<file path="src/rtl/bus_ctrl_pkg.sv">
// bus_ctrl_pkg: shared types and constants for the register-bus transfer controller
//   BUS_W   width of the shared tri-state data bus
//   state_t transfer sequencer states
//   idx_w   index width for n items (never below 1 bit)
package bus_ctrl_pkg;
    localparam int BUS_W = 8;
    typedef enum logic [1:0] {IDLE, DRIVE, XFER, TURN} state_t;
    function automatic int idx_w(input int n);
        return (n > 1) ? $clog2(n) : 1;
    endfunction
endpackage

</file>
<file path="src/rtl/rr_arbiter.sv">
// rr_arbiter: round-robin pick among N level requests, pointer owned here
//   clock, n_reset  clock and asynchronous active-low reset
//   req             request vector
//   advance         commit the current pick; pointer moves past the winner
//   grant_id        index of the picked requester (valid when any)
//   any             at least one request asserted
module rr_arbiter
    import bus_ctrl_pkg::*;
#(
    parameter int N = 2,
    localparam int IW = idx_w(N)
) (
    input  logic          clock,
    input  logic          n_reset,
    input  logic [N-1:0]  req,
    input  logic          advance,
    output logic [IW-1:0] grant_id,
    output logic          any
);
    logic [IW-1:0] ptr;
    logic          found;

    // First asserted request scanning upward from the pointer, wrapping at N.
    always_comb begin
        grant_id = '0;
        found    = 1'b0;
        for (int k = 0; k < N; k++) begin
            if (!found && req[(int'(ptr) + k) % N]) begin
                found    = 1'b1;
                grant_id = IW'((int'(ptr) + k) % N);
            end
        end
    end

    assign any = |req;

    always_ff @(posedge clock or negedge n_reset)
        if (!n_reset)
            ptr <= '0;
        else if (advance)
            ptr <= (int'(grant_id) == N - 1) ? '0 : grant_id + IW'(1);
endmodule

</file>
<file path="src/rtl/bus_xfer_ctrl.sv">
// bus_xfer_ctrl: sequences one register-to-register move at a time on the shared bus
//   clock, n_reset   clock and asynchronous active-low reset
//   req              per-requester level request, sampled only in IDLE
//   req_src/req_dst  per-requester source/destination register index
//   gnt              one-cycle pulse when the requester's move is committed
//   err              pulses with gnt when the move was rejected as a nop
//   rd_en/wr_en      one-hot-or-zero bus drive/capture enables per register
//   busy             sequencer not in IDLE
module bus_xfer_ctrl
    import bus_ctrl_pkg::*;
#(
    parameter int NREG  = 4,
    parameter int NREQ  = 2,
    parameter int SEL_W = $clog2(NREG)
) (
    input  logic                       clock,
    input  logic                       n_reset,
    input  logic [NREQ-1:0]            req,
    input  logic [NREQ-1:0][SEL_W-1:0] req_src,
    input  logic [NREQ-1:0][SEL_W-1:0] req_dst,
    output logic [NREQ-1:0]            gnt,
    output logic                       err,
    output logic [NREG-1:0]            rd_en,
    output logic [NREG-1:0]            wr_en,
    output logic                       busy
);
    localparam int IW = idx_w(NREQ);

    state_t           state, next_state;
    logic [IW-1:0]    win_id, win;
    logic [SEL_W-1:0] cand_src, cand_dst, src, dst;
    logic             cand_bad, bad, any, take;

    rr_arbiter #(.N(NREQ)) u_arb (
        .clock    (clock),
        .n_reset  (n_reset),
        .req      (req),
        .advance  (take),
        .grant_id (win_id),
        .any      (any)
    );

    assign take     = (state == IDLE) && any;
    assign cand_src = req_src[win_id];
    assign cand_dst = req_dst[win_id];
    assign cand_bad = (cand_src == cand_dst) || (int'(cand_src) >= NREG) || (int'(cand_dst) >= NREG);

    always_ff @(posedge clock or negedge n_reset)
        if (!n_reset)
            state <= IDLE;
        else
            state <= next_state;

    // Move fields are frozen at the IDLE decision so later input changes are ignored.
    always_ff @(posedge clock or negedge n_reset)
        if (!n_reset) begin
            win <= '0;
            src <= '0;
            dst <= '0;
            bad <= 1'b0;
        end else if (take) begin
            win <= win_id;
            src <= cand_src;
            dst <= cand_dst;
            bad <= cand_bad;
        end

    always_comb begin
        next_state = (state == IDLE)  ? (any ? (cand_bad ? TURN : DRIVE) : IDLE) :
                     (state == DRIVE) ? XFER :
                     (state == XFER)  ? TURN : IDLE;
    end

    // Enables come only from registered state, so an async reset clears them at once.
    always_comb begin
        rd_en = ((state == DRIVE) || (state == XFER)) ? NREG'(1) << src : '0;
        wr_en = (state == XFER) ? NREG'(1) << dst : '0;
        err   = (state == TURN) && bad;
        gnt   = ((state == XFER) || err) ? NREQ'(1) << win : '0;
        busy  = state != IDLE;
    end
endmodule

</file>
<file path="config.mk">
export PLATFORM = sky130hd
export DESIGN_NAME = bus_xfer_ctrl
export DESIGN_NICKNAME = d
export VERILOG_FILES = /design/src/rtl/bus_ctrl_pkg.sv /design/src/rtl/rr_arbiter.sv /design/src/rtl/bus_xfer_ctrl.sv
export SDC_FILE = /design/constraint.sdc
export NUM_CORES = 1
export LEC_CHECK = 0
export ABC_AREA = 1
export CAP_MARGIN = 20
export CORE_AREA = 2 2 41 43
export DETAILED_ROUTE_END_ITERATION = 12
export DIE_AREA = 0 0 43 45
export PLACE_DENSITY = 0.77
export SYNTH_ARGS = -nofsm -noshare
export SYNTH_HDL_FRONTEND = slang
export SYNTH_SLANG_ARGS = --single-unit
</file>
<file path="constraint.sdc">
create_clock -name clock -period 2.25 [get_ports clock]
set_clock_uncertainty 0.05 [all_clocks]
set_input_delay 0.225 -clock clock [delete_from_list [all_inputs] [get_ports clock]]
set_output_delay 0.225 -clock clock [all_outputs]
set_load 0.02 [all_outputs]
</file>
=== After elaboration in Yosys (flattened, before gate mapping) ===
Cells that the tools add are included.

* Register bits: 9
* Latch bits: 0
* RAM bits: 0
* Memory bits (read-only): 0
* Bits of input ports: 12
* Output and inout bits: 12
* Word-level logic and storage cells: 49
* Memories: 0

* Add/subtract/negate cells: 2
* Multipliers: 0
* Divide/modulo/power cells: 0
* $lt $le $gt $ge: 3
* Equal/unequal tests: 4
* Shifts and indexed selects: 3
* Mux-type cells: 21
* Bitwise logic cells: 1
* Reduce and logical (&&, ||, !) cells: 9

{| class="wikitable"
|+ Operator list
! operator !! number
|-
| $mux 2 || 10
|-
| $mux 1 || 9
|-
| $mux 4 || 2
|-
| $shl 1x2->4 const A || 2
|-
| $eq 2x2->1 const B || 2
|-
| $lt 1x2->1 const B || 2
|-
| $logic_and 1x1->1 || 3
|-
| $lt 2x3->1 const B || 1
|-
| $add 1x1->1 const B || 2
|-
| $eq 2x1->1 const B || 1
|-
| $eq 2x2->1 || 1
|-
| $logic_not 2->1 || 1
|-
| $logic_or 1x1->1 || 2
|-
| $reduce_bool 2->1 || 1
|-
| $reduce_or 2->1 || 1
|-
| $shl 1x1->2 const A || 1
|-
| $and 1x1->1 const A || 1
|-
| $logic_not 1->1 || 1
|}

=== Depth between registers and ports, before layout ===
Gate-level depths: netlist of run 1.

* Depth in word-level cells: 13
* Mapped depth: 9
* Depth with buffers taken out: 9

=== By module ===
From an unflattened synthesis of run 1, not the netlist that was laid out.

* Cells, all modules: 102
* Area, all modules: 650.6 um^2

{| class="wikitable"
|+ By module, submodules not included
! module !! times used !! cells an instance !! area an instance (um^2) !! sequential area each (um^2)
|-
| bus_xfer_ctrl || 1 || 93 || 590.6 || 200.2
|-
| rr_arbiter || 1 || 9 || 60.1 || 25.0
|}

=== Worst setup path after synthesis of run 1 ===
OpenSTA, ideal clock, no wires.

* Path type: register -> output
* Start: register state[1]
* End: output rd_en[0]
* Arrival: 1182 ps
* Data required time: 1975 ps
* Path slack: 793 ps
* Cell stages (with the launch flop): 5
* Path buffers: 0
* Cells stage by stage: dfrtp_1 inv_1 ha_1 inv_1 nor3_1

* Word-level cells in the longest chain between the ends: 3
* Elaborated cells between the ends (all ways): 4
* Those cells by class: 2 x eq/ne; 1 x mux; 1 x reduce/logical

{| class="wikitable"
|+ Ends and longest elaborated chain
! item !! line !! RTL
|-
| start, declared || bus_xfer_ctrl.sv:29 || <nowiki>state_t state, next_state;</nowiki>
|-
| start signal, assigned || bus_xfer_ctrl.sv:52 || <nowiki>state <= next_state;</nowiki>
|-
| $eq 2x1->1 or $eq 2x2->1 (tied branches) || bus_xfer_ctrl.sv:76 || <nowiki>rd_en = ((state == DRIVE) || (state == XFER)) ? NREG'(1) << src : '0;</nowiki>
|-
| $logic_or 1x1->1 * || bus_xfer_ctrl.sv:76 ||
|-
| $mux 4 * || bus_xfer_ctrl.sv:76 ||
|-
| end, declared || bus_xfer_ctrl.sv:23 || <nowiki>output logic [NREG-1:0] rd_en,</nowiki>
|}

Every way passes the cells marked *; elsewhere a longest branch is shown, timed or not.

=== Worst setup path in the final report of run 1 ===
Same ends and word-level chain as after synthesis.

==> flow_summary_export.csv, run 1 <==
group,metric,value,unit
status,status,"finished, final reports clean",
global_routing,grt_first_pass_wirelength,2.10,mm
synth,synth-seq-cells,9,
sta,final_max_slew_viol_count,0,
global_routing,pin_count_of_the_biggest_net_entering_global_routing,11,
placement,placedInstanceArea,866,sq um
worst_setup_path,worstPathArrival,1.82,ns
die,initial_core_util,42.0,%
clocking,post-cts-setup-buffer-count,0,
sta,fmax,477,MHz
die,die_y,45,microns
route,drtAntennaViolNets,0,
clocking,numClockSinks,9,
global_routing,first_global_vias,575,
synth,netlist_instances,94,
global_routing,grt_util_all_layers,14.7,%
finish,antenna_cells,0,
finish,area_delta_synth_final,44.3,%
route,totalWireLength,1.23,mm
synth,mappedNetlistArea,618,sq um
worst_setup_path,critical-path-max-stage-delay,0.63,ns
synth,ys_warn_count,0,
sta,timing_hold_violations_final,0,
synth,synth.top_cells.by_area,"sky130_fd_sc_hd__dfrtp_1 36%, sky130_fd_sc_hd__nand2_1 20%, sky130_fd_sc_hd__inv_1 11%, sky130_fd_sc_hd__nor3_1 6.5%, sky130_fd_sc_hd__ha_1 6.1%",
clocking,h-tree-depth,1,
sta,finalCriticalPeriod,2.10,ns
pwr,power_density,1150,nW/um^2
route,num_vias,629,
worst_setup_path,r2r.worst_path.cells,9,
clocking,cts_buffer_depth,2,
sta,post-route-period-util,93.2,%
die,placement_rows,14,
synth,largest_family_of_logic_cells_by_synthesized_area,"simple AND/OR/NAND/NOR gates",
worst_hold_path,hp-class,"in -> async",
synth,yosysTopAreaCell,"sky130_fd_sc_hd__dfrtp_1",
sta,setup_violations,0,
synth,synth_cell_type_count,12,
worst_setup_path,timing.critical_path.cells,"inv_1 > ha_1 > inv_1 > nor3_1 > clkdlybuf4s50_1",
route,dr.pass1.iters,4,
placement,hpwl,1.07,mm
die,top_level_ports,24,
synth,yosys.area_share.simple,38.9,%
finish,layout.cell_area.non_filler,892,sq um
synth,yosys.area_share.adder,6.07,%
clocking,path_clk_slew,0.05,ns
worst_setup_path,endpoint_kind,"output port",
clocking,ctsRootBufferMaster,"sky130_fd_sc_hd__clkbuf_4",
sta,grt_setup_unrepaired,"false",
placement,gp_routability_congestion,0.767,
synth,synth-seq-area-share,36.4,%
sta,max-slew-margin-rel,74.7,%
synth,synth_top_area_share,36.4,%
clocking,cts-hold-fix-buffers,0,
synth,synth_compound_gate_area_share,6.07,%
synth,proportion_of_synthesized_area_in_mux_cells,0,%
route,drt_iter0_drc,4,
job,drv.max_cap_violation_count,0,
worst_setup_path,startpoint_type,"flop",
finish,final_layout_size_suffix_gt1_share,5.00,%
global_routing,antenna_found_initial,0,
clocking,worst_skew_pair.late_latency,0.24,ns
clocking,tritoncts_clock_tree,"yes",
sta,fin_setup_tns,0,ns
clocking,cts_repair_resize_count,0,
route,drcViolationCount,0,
die,fp.dieArea,1940,sq um
pwr,power.static_leakage,0.477,nW
route,drt-wirelength-per-cell,9.01,microns
die,core-area,1470,sq um
finish,final_net_count,136,
synth,avgSynthCellArea,6.58,sq um
worst_setup_path,critical_path.most_common_cell,"sky130_fd_sc_hd__inv_1",
pwr,worst_ir_drop_on_vdd,0.000441,V
placement,io_buffer_count,23,
sta,worst_slew_pin_slew,0.379,ns
worst_setup_path,timing.setup.critical_path_class,"reg -> out",
worst_setup_path,cp_max_fo,4,
clocking,cts-buffers-inserted,3,
die,die_x,43,microns
synth,synth-xor-area-share,0,%
worst_setup_path,critical_path_required,1.98,ns
route,drt-vias-per-instance,4.63,
global_routing,grt.overflow.total,0,
worst_setup_path,cpMaxStageDelayCell,"sky130_fd_sc_hd__clkdlybuf4s50_1",
synth,mappedNetlistNets,109,
## routing by layer
| metal | global-route usage (%) | share of wire, % |
|---|---|---|
| met4 | 10.9 | 2.5 |
| met3 | 1.20 | 6.3 |
| met5 | 0 | 0 |
| met1 | 15.2 | 41 |
| met2 | 27.9 | 50 |
## registers in the layout (all words and copies together) (netlist names)
name and count:
dst 2, src 2, state 2, bad 1, u_arb.ptr 1, win 1
## placed cells by master, fill, tap and decap left out
cell,n
sky130_fd_sc_hd__nand2_1,33
sky130_fd_sc_hd__ha_1,3
sky130_fd_sc_hd__nand2_2,2
sky130_fd_sc_hd__o21ai_0,6
sky130_fd_sc_hd__nand3b_1,3
sky130_fd_sc_hd__o21a_1,1
sky130_fd_sc_hd__nor2_1,3
sky130_fd_sc_hd__clkbuf_1,1
sky130_fd_sc_hd__dfrtp_1,9
sky130_fd_sc_hd__clkdlybuf4s50_1,23
sky130_fd_sc_hd__buf_4,1
sky130_fd_sc_hd__nor3_1,8
sky130_fd_sc_hd__inv_1,18
sky130_fd_sc_hd__clkbuf_4,3
sky130_fd_sc_hd__nand3_1,6
## where the power goes
group,total (W),leakage (nW),internal (W),switching (W)
registers,0.000309,0.110,0.000244,0.0000641
clock network,0.000114,0.0150,0.0000677,0.0000459
logic,0.000605,0.352,0.000261,0.000343
total,0.00103,0.477,0.000574,0.000453
## path summary, 6_finish.rpt
check,from,end,slack (ns)
setup / recovery,state[1],rd_en[0],0.15
hold / removal,n_reset,bad,0.21
setup reg to reg,u_arb.ptr,state[1],1.00
hold reg to reg,bad,bad,0.44
max in group asynchronous,n_reset,dst[0],1.67
min in group clock,bad,bad,0.44
## synth_stat cells
master	count
sky130_fd_sc_hd__inv_1	18
sky130_fd_sc_hd__nand2_1	33
sky130_fd_sc_hd__nand2_2	2
sky130_fd_sc_hd__buf_2	2
sky130_fd_sc_hd__ha_1	3
sky130_fd_sc_hd__nand3_1	6
sky130_fd_sc_hd__nor2_1	3
sky130_fd_sc_hd__nand3b_1	3
sky130_fd_sc_hd__o21a_1	1
sky130_fd_sc_hd__nor3_1	8
sky130_fd_sc_hd__dfrtp_1	9
sky130_fd_sc_hd__o21ai_0	6
## worst max-delay path, delay by kind of cell, from the launching register on
family                     cells  cell delay, ns
buffers and inverters          3            0.75
DFF                            1            0.37
adders and majority gates      1            0.29
and+or+nand+nor                1            0.16
## metrics by stage
stage / setup slack (ns) / total power (W) / utilization [%] / hold WS (ns) / instances
floorplan: 0.793 / 0.000678 / - / -0.121 / 94
global placement: 0.456 / 0.000898 / 58.8 / 0.418 / 132
detailed placement: 0.400 / 0.000924 / 58.8 / 0.425 / 132
CTS: 0.128 / 0.00104 / 60.6 / 0.218 / 136
global route: 0.000182 / 0.00114 / 60.6 / 0.235 / 136
finish: 0.153 / 0.00103 / 60.6 / 0.214 / 136
## final cells by class
| class | count | area, sq um |
|---|---|---|
| Clock buffer | 4 | 26.3 |
| Timing Repair Buffer | 24 | 238 |
| Fill cell | 140 | 579 |
| Inverter | 18 | 67.6 |
| Multi-Input combinational cell | 65 | 315 |
| Sequential cell | 9 | 225 |
| Tap cell | 16 | 20.0 |
## logic make-up after synthesis
| group | Yosys count |
|---|---|
| and+or+nand+nor | 55 |
| DFF | 9 |
| buffers and inverters | 20 |
| adders and majority gates | 3 |
| AOI/OAI and AO/OA | 7 |
Note: power is estimated with default switching activity, not from simulation.
==> run 2: changes to the inputs <==
Settings changed: CORE_AREA 2 2 41 43 to 2 2 42 44, DIE_AREA 0 0 43 45 to 0 0 44 46, GPL_TIMING_DRIVEN from default to 0, PLACE_DENSITY 0.77 to 0.74.
Clock period 2.25 ns to 1.98 ns, I/O delays scaled along.
==> flow_summary_export.csv, run 2 (same netlist as run 1, synthesis figures left out) <==
group,metric,value,unit
worst_setup_path,timing.critical_path.cells,"inv_1 > ha_1 > inv_1 > clkdlybuf4s50_1",
die,fp.dieArea,2020,sq um
sta,final_max_slew_viol_count,0,
global_routing,antenna_found_initial,0,
placement,hpwl,985,microns
clocking,cts_buffer_depth,2,
finish,multiInputGateArea,315,sq um
clocking,ctsRootBufferMaster,"sky130_fd_sc_hd__clkbuf_4",
clocking,h-tree-depth,1,
finish,layout_commonest_cell,"sky130_fd_sc_hd__nand2_1",
finish,area_delta_synth_final,42.5,%
job,drv.max_cap_violation_count,0,
clocking,cts-hold-fix-buffers,0,
placement,placedInstanceArea,860,sq um
route,drtAntennaViolNets,0,
clocking,tritoncts_clock_tree,"yes",
die,core-area,1610,sq um
route,drt-wirelength-per-cell,8.45,microns
route,drcViolationCount,0,
sta,grt_setup_unrepaired,"false",
route,totalWireLength,1.16,mm
route,dr.pass1.iters,4,
die,top_level_ports,24,
worst_setup_path,cpMaxStageDelayCell,"sky130_fd_sc_hd__clkdlybuf4s50_1",
placement,io_buffer_count,22,
sta,fin_setup_tns,0,ns
placement,gp_routability_congestion,0.736,
pwr,total_power,0.00111,W
worst_setup_path,worstPathArrival,1.55,ns
clocking,cts-buffers-inserted,3,
clocking,worst_skew_pair.late_latency,0.25,ns
die,die_y,46,microns
sta,worst_slew_pin_slew,0.392,ns
die,initial_core_util,38.3,%
clocking,path_clk_slew,0.06,ns
worst_setup_path,startpoint_type,"flop",
finish,antenna_cells,0,
worst_setup_path,critical-path-max-stage-delay,0.60,ns
route,num_vias,626,
worst_setup_path,timing.setup.critical_path_class,"reg -> out",
sta,fmax,556,MHz
sta,setup_violations,0,
sta,timing_hold_violations_final,0,
worst_setup_path,worst-path-buf-inv,3,
worst_setup_path,cp_max_fo,2,
clocking,post-cts-setup-buffer-count,0,
finish,final_net_count,136,
finish,layout.cell_area.non_filler,881,sq um
worst_setup_path,critical_path.most_common_cell,"sky130_fd_sc_hd__inv_1",
finish,final_layout_size_suffix_gt1_share,5.83,%
global_routing,pin_count_of_the_biggest_net_entering_global_routing,11,
worst_setup_path,cpLargestDelayFamily,"buffers and inverters",
global_routing,first_global_vias,484,
finish,num-fill-cells,167,
die,die_x,44,microns
finish,area.sequential,225,sq um
global_routing,grt_util_all_layers,12.6,%
status,status,"finished, final reports clean",
clocking,numClockSinks,9,
global_routing,grt_first_pass_wirelength,1.86,mm
pwr,power_density,1260,nW/um^2
sta,max-slew-margin-rel,73.8,%
sta,hold_slack,0.189,ns
finish,most_frequent_cells_in_the_layout,"33 x sky130_fd_sc_hd__nand2_1, 18 x sky130_fd_sc_hd__inv_1, 12 x sky130_fd_sc_hd__clkdlybuf4s50_1",
worst_hold_path,hp-class,"in -> async",
pwr,worst_ir_drop_on_vdd,0.000524,V
sta,finalCriticalPeriod,1.80,ns
sta,post-route-period-util,90.8,%
worst_setup_path,endpoint_kind,"output port",
pwr,power.static_leakage,0.544,nW
finish,registers_with_the_most_flip_flops,"dst: 2 flops, src: 2 flops, state: 2 flops",
clocking,cts_repair_resize_count,8,
route,drt_iter0_drc,14,
route,drt-vias-per-instance,4.57,
worst_setup_path,critical_path_required,1.73,ns
global_routing,grt.overflow.total,0,
die,placement_rows,15,
[run 2: final cells by class]
cell class              instances  area share, %
repair buffers                 22           24.4
inverters                      18           7.67
plain buffers                   2           1.14
clock buffers                   4           2.98
flip-flops and latches          9           25.6
multi-input cells              65           35.8
well taps                      17           2.41
[run 2: where the power goes]
| group | internal (W) | switching [W] |
|---|---|---|
| combinational | 0.000249 | 0.000380 |
| sequential | 0.000278 | 0.0000709 |
| clock | 0.0000770 | 0.0000547 |
[run 2: worst reg2reg max path, delay by kind of cell (launching register included)]
family                 cells  cell delay, ns
buffers and inverters      1            0.08
flip-flops                 1            0.36
AND/OR/NAND/NOR            8            0.72
[run 2: through the flow]
step	std cells	worst slack [ns]	util, %
5_1_grt	137	0.0644	54.6
3_5_place_dp	133	0.176	53.3
2_1_floorplan	94	0.550	-
4_1_cts	137	0.0905	54.3
3_3_place_gp	133	0.212	53.3
6_report	137	0.183	54.6
[run 2: final timing paths]
check | startpoint | endpoint | slack (ns) | depth (start not counted)
worst max-delay path | state[0] | busy | 0.18 | 4
worst min-delay path | n_reset | dst[0] | 0.19 | 1
worst max register to register | u_arb.ptr | state[1] | 0.71 | 9
worst min register to register | bad | bad | 0.44 | 2
max in group asynchronous | n_reset | u_arb.ptr | 1.41 | 1
min in group clock | req[1] | src[1] | 0.36 | 4
[run 2: metal layers]
layer | part of all wire [%] | vias to the layer above | GRT usage (%) | wire length [microns]
li1 | - | 342 | - | -
met1 | 43 | 261 | 14.0 | 497
met2 | 49 | 21 | 22.4 | 566
met3 | 6.4 | 2 | 2.38 | 74
met4 | 1.6 | 0 | 7.27 | 19
met5 | 0 | - | 0 | 0
==> run 3: changes to the inputs <==
--- a/constraint.sdc
+++ b/constraint.sdc
@@ -3,3 +3,3 @@
 set_input_delay 0.198 -clock clock [delete_from_list [all_inputs] [get_ports clock]]
 set_output_delay 0.198 -clock clock [all_outputs]
-set_load 0.02 [all_outputs]
+set_load 0.05 [all_outputs]
==> flow_summary_export.csv, run 3 (same netlist as run 1, synthesis figures left out) <==
group,metric,value,unit
worst_setup_path,startpoint_type,"flop",
clocking,path_clk_slew,0.06,ns
finish,most_frequent_cells_in_the_layout,"33 x sky130_fd_sc_hd__nand2_1, 18 x sky130_fd_sc_hd__inv_1, 10 x sky130_fd_sc_hd__clkdlybuf4s50_1",
worst_setup_path,r2r.worst_path.cells,6,
finish,final_layout_size_suffix_gt1_share,15.0,%
worst_setup_path,cp_max_fo,4,
finish,area.sequential,225,sq um
route,totalWireLength,1.29,mm
clocking,post-cts-setup-buffer-count,0,
clocking,numClockSinks,9,
sta,finalCriticalPeriod,1.87,ns
clocking,worst_skew_pair.late_latency,0.26,ns
sta,setup_violations,0,
finish,layout_commonest_cell,"sky130_fd_sc_hd__nand2_1",
sta,worst_slew_pin_slew,0.502,ns
die,initial_core_util,38.3,%
sta,final_max_slew_viol_count,0,
clocking,ctsRootBufferMaster,"sky130_fd_sc_hd__clkbuf_4",
placement,placedInstanceArea,875,sq um
worst_setup_path,rr_endpoint,"src[0]",
finish,final_net_count,136,
placement,gp_routability_congestion,0.739,
sta,timing_hold_violations_final,0,
clocking,cts-buffers-inserted,3,
worst_setup_path,timing.setup.critical_path_class,"reg -> out",
die,die_y,46,microns
placement,io_buffer_count,22,
worst_setup_path,reg2reg_from,"state[0]",
sta,fmax,533,MHz
global_routing,antenna_found_initial,0,
die,die_x,44,microns
pwr,total_power,0.00132,W
route,drt_iter0_drc,12,
sta,max-slew-margin-rel,66.5,%
worst_setup_path,critical_path_required,1.73,ns
global_routing,first_global_vias,499,
die,fp.dieArea,2020,sq um
finish,registers_with_the_most_flip_flops,"dst: 2 flops, src: 2 flops, state: 2 flops",
clocking,h-tree-depth,1,
finish,layout.cell_area.non_filler,878,sq um
clocking,cts_buffer_depth,2,
placement,hpwl,1.07,mm
pwr,power.static_leakage,0.512,nW
global_routing,grt_first_pass_wirelength,2.05,mm
die,top_level_ports,24,
job,drv.max_cap_violation_count,0,
sta,grt_setup_unrepaired,"false",
global_routing,grt.overflow.total,0,
worst_hold_path,hp-class,"in -> async",
die,placement_rows,15,
clocking,tritoncts_clock_tree,"yes",
finish,area_delta_synth_final,42.1,%
finish,num-fill-cells,159,
worst_setup_path,timing.reg2reg.setup_slack,0.69,ns
route,drtAntennaViolNets,0,
sta,hold_slack,0.172,ns
route,drcViolationCount,0,
global_routing,pin_count_of_the_biggest_net_entering_global_routing,11,
finish,antenna_cells,0,
status,status,"finished, final reports clean",
route,drt-vias-per-instance,4.75,
worst_setup_path,worstPathArrival,1.63,ns
global_routing,grt_util_all_layers,15.0,%
pwr,worst_ir_drop_on_vdd,0.000564,V
die,core-area,1610,sq um
sta,post-route-period-util,94.7,%
route,num_vias,651,
finish,multiInputGateArea,330,sq um
pwr,power_density,1510,nW/um^2
finish,fin_util,54.4,%
route,drt-wirelength-per-cell,9.42,microns
worst_setup_path,endpoint_kind,"output port",
route,dr.pass1.iters,4,
clocking,cts-hold-fix-buffers,0,
## run 3: cell count changes in the layout (fill, tap and decap cells not counted)
cell	previous run	this run
sky130_fd_sc_hd__clkbuf_2	0	5
sky130_fd_sc_hd__clkdlybuf4s15_2	0	3
sky130_fd_sc_hd__clkdlybuf4s50_1	12	10
sky130_fd_sc_hd__dlygate4sd2_1	8	3
sky130_fd_sc_hd__dlymetal6s2s_1	2	1
sky130_fd_sc_hd__nor3_1	8	5
sky130_fd_sc_hd__nor3_2	0	3
## run 3: area by class of cell
class | instances | share of cell area (%)
clock buffer | 4 | 2.99
tap | 17 | 2.42
multi-input combinational | 65 | 37.6
timing repair buffer | 22 | 22.5
inverter | 18 | 7.69
sequential | 9 | 25.6
buffer | 2 | 1.14
## run 3: stage by stage
step | instances | TNS (ns) | worst slack [ns]
2_1_floorplan | 94 | -0.166 | -0.0405
3_3_place_gp | 133 | 0 | 0.0280
6_report | 137 | 0 | 0.105
3_5_place_dp | 133 | -0.0932 | -0.0333
5_1_grt | 137 | 0 | 0.00614
4_1_cts | 137 | 0 | 0.00249
## run 3: worst max-delay path, stage by stage (launching register included)
cell and delay (ns):
sky130_fd_sc_hd__dfrtp_1 0.37, sky130_fd_sc_hd__inv_1 0.07, sky130_fd_sc_hd__ha_1 0.29, sky130_fd_sc_hd__inv_1 0.07, sky130_fd_sc_hd__nor3_1 0.16, sky130_fd_sc_hd__clkdlybuf4s15_2 0.40
## run 3: how the worst max path moves through the flow
stage,startpoint,endpoint,slack (ns),cells after the start
final,state[0],rd_en[2],0.11,5
after global routing,state[0],rd_en[1],0.006,5
after CTS,state[0],wr_en[1],0.002,5
after detailed placement,state[0],rd_en[2],-0.03,5
after global placement,state[0],wr_en[3],0.03,5
after floorplan,state[1],rd_en[0],-0.04,4
## run 3: where the power goes
part	switching, W	leakage, nW	internal, W
Combinational	0.000591	0.387	0.000235
Sequential	0.0000810	0.110	0.000278
Clock	0.0000614	0.0150	0.0000775
## run 3: timing repair
item | 4_1_cts | 5_1_grt
cloned | 0 | 0
endpoints found under the setup margin | 11 | 6
gates resized for setup | 21 | 12
## run 3: routing by layer
metal / routed length, microns / global-route usage [%]
met1: 538 / 15.8
met4: 59 / 16.4
met2: 582 / 23.5
met3: 111 / 3.57
met5: 0 / 0
